===== config.mk =====
export PLATFORM = sky130hd
export DESIGN_NAME = bcd_run_ctrl_flat
export DESIGN_NICKNAME = d
export VERILOG_FILES = /design/src/rtl/bcd_run_ctrl_if.sv /design/src/rtl/bcd_run_ctrl.sv /design/src/flat_wrapper.sv
export SDC_FILE = /design/constraint.sdc
export NUM_CORES = 1
export LEC_CHECK = 0
export CORE_ASPECT_RATIO = 0.5
export CORE_MARGIN = 2
export CORE_UTILIZATION = 40
export DETAILED_ROUTE_END_ITERATION = 10
export DONT_BUFFER_PORTS = 1
export GPL_ROUTABILITY_DRIVEN = 0
export PLACE_DENSITY = 0.59
export SLEW_MARGIN = 20
export SYNTH_ARGS = -nofsm -noshare
export SYNTH_HDL_FRONTEND = slang
export SYNTH_SLANG_ARGS = --single-unit

===== constraint.sdc =====
create_clock -name clk_50MHz -period 6.4 [get_ports clk_50MHz]
set_input_delay 1.92 -clock clk_50MHz [delete_from_list [all_inputs] [get_ports clk_50MHz]]
set_output_delay 1.92 -clock clk_50MHz [all_outputs]
set_load 0.01 [all_outputs]

===== src/rtl/bcd_run_ctrl_if.sv =====
// bcd_run_ctrl_if: buttons, 1 Hz input and counter controls of the run controller.
interface bcd_run_ctrl_if;
  logic       btn_start_stop;
  logic       btn_clear;
  logic       clk_1Hz;
  logic       counter_max;
  logic       cnt_en;
  logic       cnt_clr;
  logic       gen_rst;
  logic       running;
  logic [1:0] state;
  modport master (
    output btn_start_stop, btn_clear, clk_1Hz, counter_max,
    input  cnt_en, cnt_clr, gen_rst, running, state
  );
  modport slave (
    input  btn_start_stop, btn_clear, clk_1Hz, counter_max,
    output cnt_en, cnt_clr, gen_rst, running, state
  );
endinterface


===== src/rtl/bcd_run_ctrl.sv =====
// bcd_run_ctrl: debounced run/pause/clear FSM driving the seconds BCD counter.
module bcd_run_ctrl #(
  parameter int DEBOUNCE_CYCLES = 1000000,
  parameter bit STOP_AT_MAX     = 1'b1
) (
  input logic           clk_50MHz,
  input logic           reset,
  bcd_run_ctrl_if.slave bus
);
  localparam int CW = $clog2(DEBOUNCE_CYCLES);
  typedef enum logic [1:0] {IDLE, RUN, PAUSE, DONE} state_t;
  logic [1:0]    raw, s1_q, s2_q, lvl_q, arm_q, prs_q, vld_q;
  logic [CW-1:0] cnt_q [2];
  logic [2:0]    tk_q;
  logic          tick, en_q, clr_q, grst_q, run_q;
  state_t        st_q;
  assign raw  = {bus.btn_clear, bus.btn_start_stop};
  assign tick = tk_q[2] & ~tk_q[1];
  // A button only arms once it is seen released after reset, so one held through reset gives no event.
  always_ff @(posedge clk_50MHz or posedge reset)
    if (reset) begin
      s1_q  <= '0;
      s2_q  <= '0;
      lvl_q <= '0;
      arm_q <= '0;
      prs_q <= '0;
      vld_q <= '0;
      cnt_q <= '{default: '0};
      tk_q  <= '0;
    end else begin
      s1_q  <= raw;
      s2_q  <= s1_q;
      vld_q <= {vld_q[0], 1'b1};
      arm_q <= arm_q | ({2{vld_q[1]}} & ~s2_q);
      tk_q  <= {tk_q[1:0], bus.clk_1Hz};
      for (int i = 0; i < 2; i++) begin
        prs_q[i] <= 1'b0;
        if (s2_q[i] == lvl_q[i])
          cnt_q[i] <= '0;
        else if (cnt_q[i] == CW'(DEBOUNCE_CYCLES - 1)) begin
          cnt_q[i] <= '0;
          lvl_q[i] <= s2_q[i];
          prs_q[i] <= s2_q[i] & arm_q[i];
        end else
          cnt_q[i] <= cnt_q[i] + 1'b1;
      end
    end
  always_ff @(posedge clk_50MHz or posedge reset)
    if (reset) begin
      st_q   <= IDLE;
      en_q   <= 1'b0;
      clr_q  <= 1'b0;
      grst_q <= 1'b0;
      run_q  <= 1'b0;
    end else begin
      en_q   <= 1'b0;
      clr_q  <= 1'b0;
      grst_q <= 1'b0;
      if (prs_q[1]) begin
        st_q  <= IDLE;
        clr_q <= 1'b1;
        run_q <= 1'b0;
      end else if (prs_q[0]) begin
        st_q   <= (st_q == RUN) ? PAUSE : RUN;
        run_q  <= st_q != RUN;
        grst_q <= st_q != RUN;
        clr_q  <= st_q == DONE;
      end else if (tick && st_q == RUN && bus.counter_max && STOP_AT_MAX) begin
        st_q  <= DONE;
        run_q <= 1'b0;
      end else if (tick && st_q == RUN)
        en_q <= 1'b1;
    end
  assign bus.cnt_en  = en_q;
  assign bus.cnt_clr = clr_q;
  assign bus.gen_rst = grst_q;
  assign bus.running = run_q;
  assign bus.state   = st_q;
endmodule


===== src/flat_wrapper.sv =====
// flat-port wrapper written by rule: the top's interface ports become plain ports
module bcd_run_ctrl_flat 
#(
  parameter int DEBOUNCE_CYCLES = 1000000,
  parameter bit STOP_AT_MAX     = 1'b1
)
  (clk_50MHz, reset, bus_btn_start_stop, bus_btn_clear, bus_clk_1Hz, bus_counter_max, bus_cnt_en, bus_cnt_clr, bus_gen_rst, bus_running, bus_state);
  bcd_run_ctrl_if bus_i ();
  input logic clk_50MHz;
  input logic reset;
  input wire logic [$bits(bus_i.btn_start_stop)-1:0] bus_btn_start_stop;
  input wire logic [$bits(bus_i.btn_clear)-1:0] bus_btn_clear;
  input wire logic [$bits(bus_i.clk_1Hz)-1:0] bus_clk_1Hz;
  input wire logic [$bits(bus_i.counter_max)-1:0] bus_counter_max;
  output wire logic [$bits(bus_i.cnt_en)-1:0] bus_cnt_en;
  output wire logic [$bits(bus_i.cnt_clr)-1:0] bus_cnt_clr;
  output wire logic [$bits(bus_i.gen_rst)-1:0] bus_gen_rst;
  output wire logic [$bits(bus_i.running)-1:0] bus_running;
  output wire logic [$bits(bus_i.state)-1:0] bus_state;
  assign bus_i.btn_start_stop = bus_btn_start_stop;
  assign bus_i.btn_clear = bus_btn_clear;
  assign bus_i.clk_1Hz = bus_clk_1Hz;
  assign bus_i.counter_max = bus_counter_max;
  assign bus_cnt_en = bus_i.cnt_en;
  assign bus_cnt_clr = bus_i.cnt_clr;
  assign bus_gen_rst = bus_i.gen_rst;
  assign bus_running = bus_i.running;
  assign bus_state = bus_i.state;
  bcd_run_ctrl #(.DEBOUNCE_CYCLES(DEBOUNCE_CYCLES), .STOP_AT_MAX(STOP_AT_MAX)) u_core (.clk_50MHz(clk_50MHz), .reset(reset), .bus(bus_i));
endmodule

### Word level (Yosys, flattened, before mapping)

Cells that the tools add are included.

* memory bits (writable): 0
* bits in latches: 0
* memory bits (read-only): 0
* input port bits: 6
* memories kept: 0
* bits in registers: 61
* output and inout bits: 6

* bitwise gates (word level): 9
* equality and inequality tests: 7
* multipliers: 0
* add/subtract/negate cells: 2
* shift-type cells: 0
* magnitude comparators: 0
* div/mod/pow operators: 0
* reduce and logical (&&, ||, !) cells: 5
* mux-type cells: 23

Operators with widths (count)
* $mux 20: 4
* $add 20x1->20 const B: 2
* $eq 20x20->1 const B: 2
* $mux 1: 15
* $mux 2: 4
* $reduce_and 2->1: 2
* $and 1x1->1: 3
* $not 1->1: 3
* $reduce_bool 3->1: 1
* $and 2x2->2: 1
* $eq 1x1->1: 2
* $eq 2x1->1 const B: 1
* $eq 2x2->1 const B: 1
* $logic_and 1x1->1: 2
* $ne 2x1->1 const B: 1
* $not 2->2: 1
* $or 2x2->2: 1

### Logic depth before layout (Yosys ltp)

* word-level depth: 7
* mapped depth: 7
* depth with buffers taken out: 5

### Worst setup path before layout

OpenSTA, ideal clock, no wires.

* path type: input port to flip-flop
* from: input port bus_counter_max
* to: register u_core.st_q[1], in the netlist u_core.bus.state[1]
* stages on the path: 3
* path buffers: 0
* arrival: 2.317 ns
* setup slack: 4.006 ns
* library setup time: 0.078 ns
* data required time: 6.322 ns
* cell sequence: nand4b_1 a21o_1 a21oi_1

* cells in the longest elaborated chain, start to end: 2

RTL lines
* from (decl): RTL line flat_wrapper.sv:14 `input wire logic [$bits(bus_i.counter_max)-1:0] bus_counter_max;`
* $logic_and 1x1->1: RTL line bcd_run_ctrl.sv:68 `end else if (tick && st_q == RUN && bus.counter_max && STOP_AT_MAX) begin`
* $reduce_bool 3->1 (no source line)
* to (signal assigned): RTL line bcd_run_ctrl.sv:64 `st_q <= (st_q == RUN) ? PAUSE : RUN;`
* to (decl): RTL line bcd_run_ctrl.sv:16 `state_t st_q;`

No other way between the ends.
A chain may end at the register's enable or synchronous reset.

### Worst setup path in the final report

* from: register u_core.st_q[1], in the netlist u_core.bus.state[1]
* to: output port bus_state[1]

RTL lines
* to (decl): RTL line flat_wrapper.sv:19 `output wire logic [$bits(bus_i.state)-1:0] bus_state;`

No word-level cell between the ends.

==> impl_metrics.csv <==
group,metric,value,unit
yosys,synth_async_sr_flop_share,100,%
clock_tree,htree_num_levels,3,
status,status,"complete, no violations",
worst_setup_path,worstPathRequired,4.48,ns
drt,post_drt_wl_per_cell,13.2,um
layout,antenna_cells,0,
global_routing,grt_pass1_vias,1918,
min_path,min-delay-path-class,"reg -> reg",
clock_tree,cts_resized,0,
worst_setup_path,end_kind,"output pin",
timing,period_needed,2.68,ns
global_routing,antenna_found_initial,0,
clock_tree,clk_latency,0.33,ns
layout,utilization,47.0,%
yosys,syn_avg_cell_area,10.5,um^2
drt,drc,0,
clock_tree,cts_buffers,9,
worst_setup_path,critPathKind,"reg -> out",
yosys,synth_ff_type,"dfrtp_1",
layout,regArea,1530,um^2
pwr,peakVddDrop,0.125,mV
worst_setup_path,path_max_fanout,4,
drt,drt_iter0_markers,147,
pwr,leakage,1.25,nW
pwr,p_per_area,274,nW/um^2
run,maxCapViolCount,0,
worst_setup_path,r2r_start,"u_core.cnt_q[20]",
yosys,synthDistinctLibCells,37,
timing,maxSlewViolCount,0,
worst_setup_path,r2r-end,"u_core.cnt_q[38]",
global_routing,grt_usage,15.0,%
pwr,swShare,20.1,%
layout,finish.instance_area,3130,um^2
worst_setup_path,crit_arrival,0.76,ns
clock_tree,clock-sinks,61,
placed_design,place_area,2860,um^2
placed_design,numPortBuffers,0,
pwr,intPower,0.688,mW
die,die_h,62.6,um
pwr,p_comb_share,2.3,%
die,core.rowCount,21,
yosys,synth_edf_count,0,
timing,fmax,373,MHz
min_path,min_path_cells,0,
clock_tree,cts_tree,"done",
worst_setup_path,r2r_cells,5,
timing,min_period_over_period,41.9,%
layout,nFillCells,614,
layout,largest_register_ffs,40,
layout,regMostFlops,"u_core.cnt_q",
layout,multi_input_area,1150,um^2
timing,rsz0062_at_grt,"no",
drt,viasPerCell,5.23,
yosys,netlist_area,2750,um^2
yosys,synth_warnings,0,
die,fp.dieW,121,um
worst_setup_path,cp-start-kind,"register",
drt,via_count,1909,
timing,report.final.setup_viol,0,
timing,relSlewSlack,48.3,%
yosys,yosysSeqAreaShare,55.5,%
drt,drt-total-wl,4830,um
layout,layout-drive-gt1-share,9.89,%
die,core_area,6670,um^2
clock_tree,cts_root_buf,"clkbuf_16",
global_routing,grt_pass1_wl,8650,um
die,initial_core_util,41.2,%
drt,final_antenna_net_count,0,
layout,biggestRegsByFlops,"u_core.cnt_q (40), u_core.tk_q (3)",
clock_tree,cts_max_path_buffers,2,
global_routing,overflow,0,
pwr,p_sw,0.173,mW
clock_tree,post-cts-setup-buffers,0,
timing,hold_viol,0,
drt,drtPass1Iterations,4,
clock_tree,clk_pin_slew_worst_paths,0.05,ns
yosys,synth-seq-cells,61,
pwr,p_clk_share,51.5,%
min_path,min_to,"u_core.vld_q[1]",
timing,tns,0,ns
yosys,synthCells,263,
pwr,pwr-share-seq,46.2,%
global_routing,grt_max_degree,32,
yosys,syn_nets,271,
timing,skew,0.00451,ns
die,die-area,7590,um^2
placed_design,dpl.hpwl,3200,um
layout,syn_to_final_growth,14.0,%
die,io_pins,12,
worst_setup_path,r2r_slack,4.26,ns
timing,tightest_slew,0.775,ns
min_path,hp-start,"u_core.vld_q[0]",
layout,final_nets,277,
clock_tree,ctsHoldBuffers,0,
==> per-stage QoR <==
stage | std cells | power (mW) | hold slack (ns) | worst slack (ns)
floorplan | 263 | 0.418 | 0.331 | 2.97
global placement | 350 | 0.423 | 0.336 | 3.64
detailed placement | 350 | 0.424 | 0.335 | 3.57
CTS | 365 | 0.876 | 0.346 | 3.70
global route | 365 | 0.897 | 0.351 | 3.69
finish | 365 | 0.860 | 0.345 | 3.72
==> cells in the mapped netlist, drive strengths merged, types with 7 or more instances <==
library cell	number	share of area, %
inv	12	1.6
nor3	9	1.6
xnor2	22	7.0
dfrtp	61	56
a21oi	11	2.1
or4	7	2.0
nand4	8	1.8
o31ai	7	2.4
nor4	11	2.5
nand3	15	3.2
nor2	35	4.8
nand2	12	1.6
==> cell families (layout without fill, tap and decap cells) <==
family / after synthesis / in the layout / share of synthesized area (%)
AO/OA/AOI/OAI: 29 / 29 / 7.10
XOR/XNOR: 28 / 28 / 8.92
adder cells (fa/ha/maj): 2 / 2 / 0.910
buffers and inverters: 19 / 29 / 2.69
flip-flops: 61 / 61 / 55.5
multiplexers: 2 / 2 / 0.819
other: 1 / 1 / 0.136
AND/OR/NAND/NOR: 121 / 121 / 23.9
==> cell type report <==
class / instances / area share (%)
Inverter: 12 / 1.44
Sequential cell: 61 / 48.7
Timing Repair Buffer: 2 / 0.479
Multi-Input combinational cell: 183 / 36.8
Tap cell: 92 / 3.67
Clock inverter: 1 / 0.160
Clock buffer: 14 / 8.74
==> how the worst max path moves through the flow <==
stage	start	end	slack, ns	cells after the start
final	u_core.bus.state[1]	bus_state[1]	3.72	0
after global routing	u_core.bus.state[0]	bus_state[0]	3.69	0
after CTS	u_core.bus.state[1]	bus_state[1]	3.70	0
after detailed placement	reset	u_core.cnt_q[11]	3.57	2
after global placement	reset	u_core.cnt_q[32]	3.64	2
after floorplan	reset	u_core.arm_q[0]	2.97	1
==> power groups by stage <==
stage | Clock [mW] | Combinational (mW) | Sequential, mW
global placement | 0 | 0.0198 | 0.403
finish | 0.443 | 0.0197 | 0.397
floorplan | 0 | 0.0156 | 0.402
global route | 0.475 | 0.0241 | 0.397
detailed placement | 0 | 0.0207 | 0.403
CTS | 0.458 | 0.0208 | 0.397
==> per-layer routing <==
layer,vias up,track usage (%),share of wire [%]
li1,940,-,-
met1,935,18.1,48
met2,27,22.7,45
met3,7,8.12,5.8
met4,0,6.03,1.7
met5,-,0,0
==> cell usage in the layout, fill, tap and decap left out, types with 2 or more instances in the layout <==
cell        n
dfrtp_1    61
nor3_1      9
o21ai_0     6
or3_1       5
xnor2_1    22
nand4b_1    3
inv_1      11
nor2_1     35
o31ai_1     5
or2_2       2
clkbuf_1    2
nand3_1    14
clkbuf_16   9
nor4_1     11
nand4_1     8
and3_1      5
a21oi_1    10
mux2_2      2
a31o_2      2
nand2_1    12
or4_1       6
a21o_1      3
buf_4       2
clkbuf_8    3
nand3b_1    3
ha_1        2
xor2_1      6
Note: power is estimated with default switching activity, not from simulation.
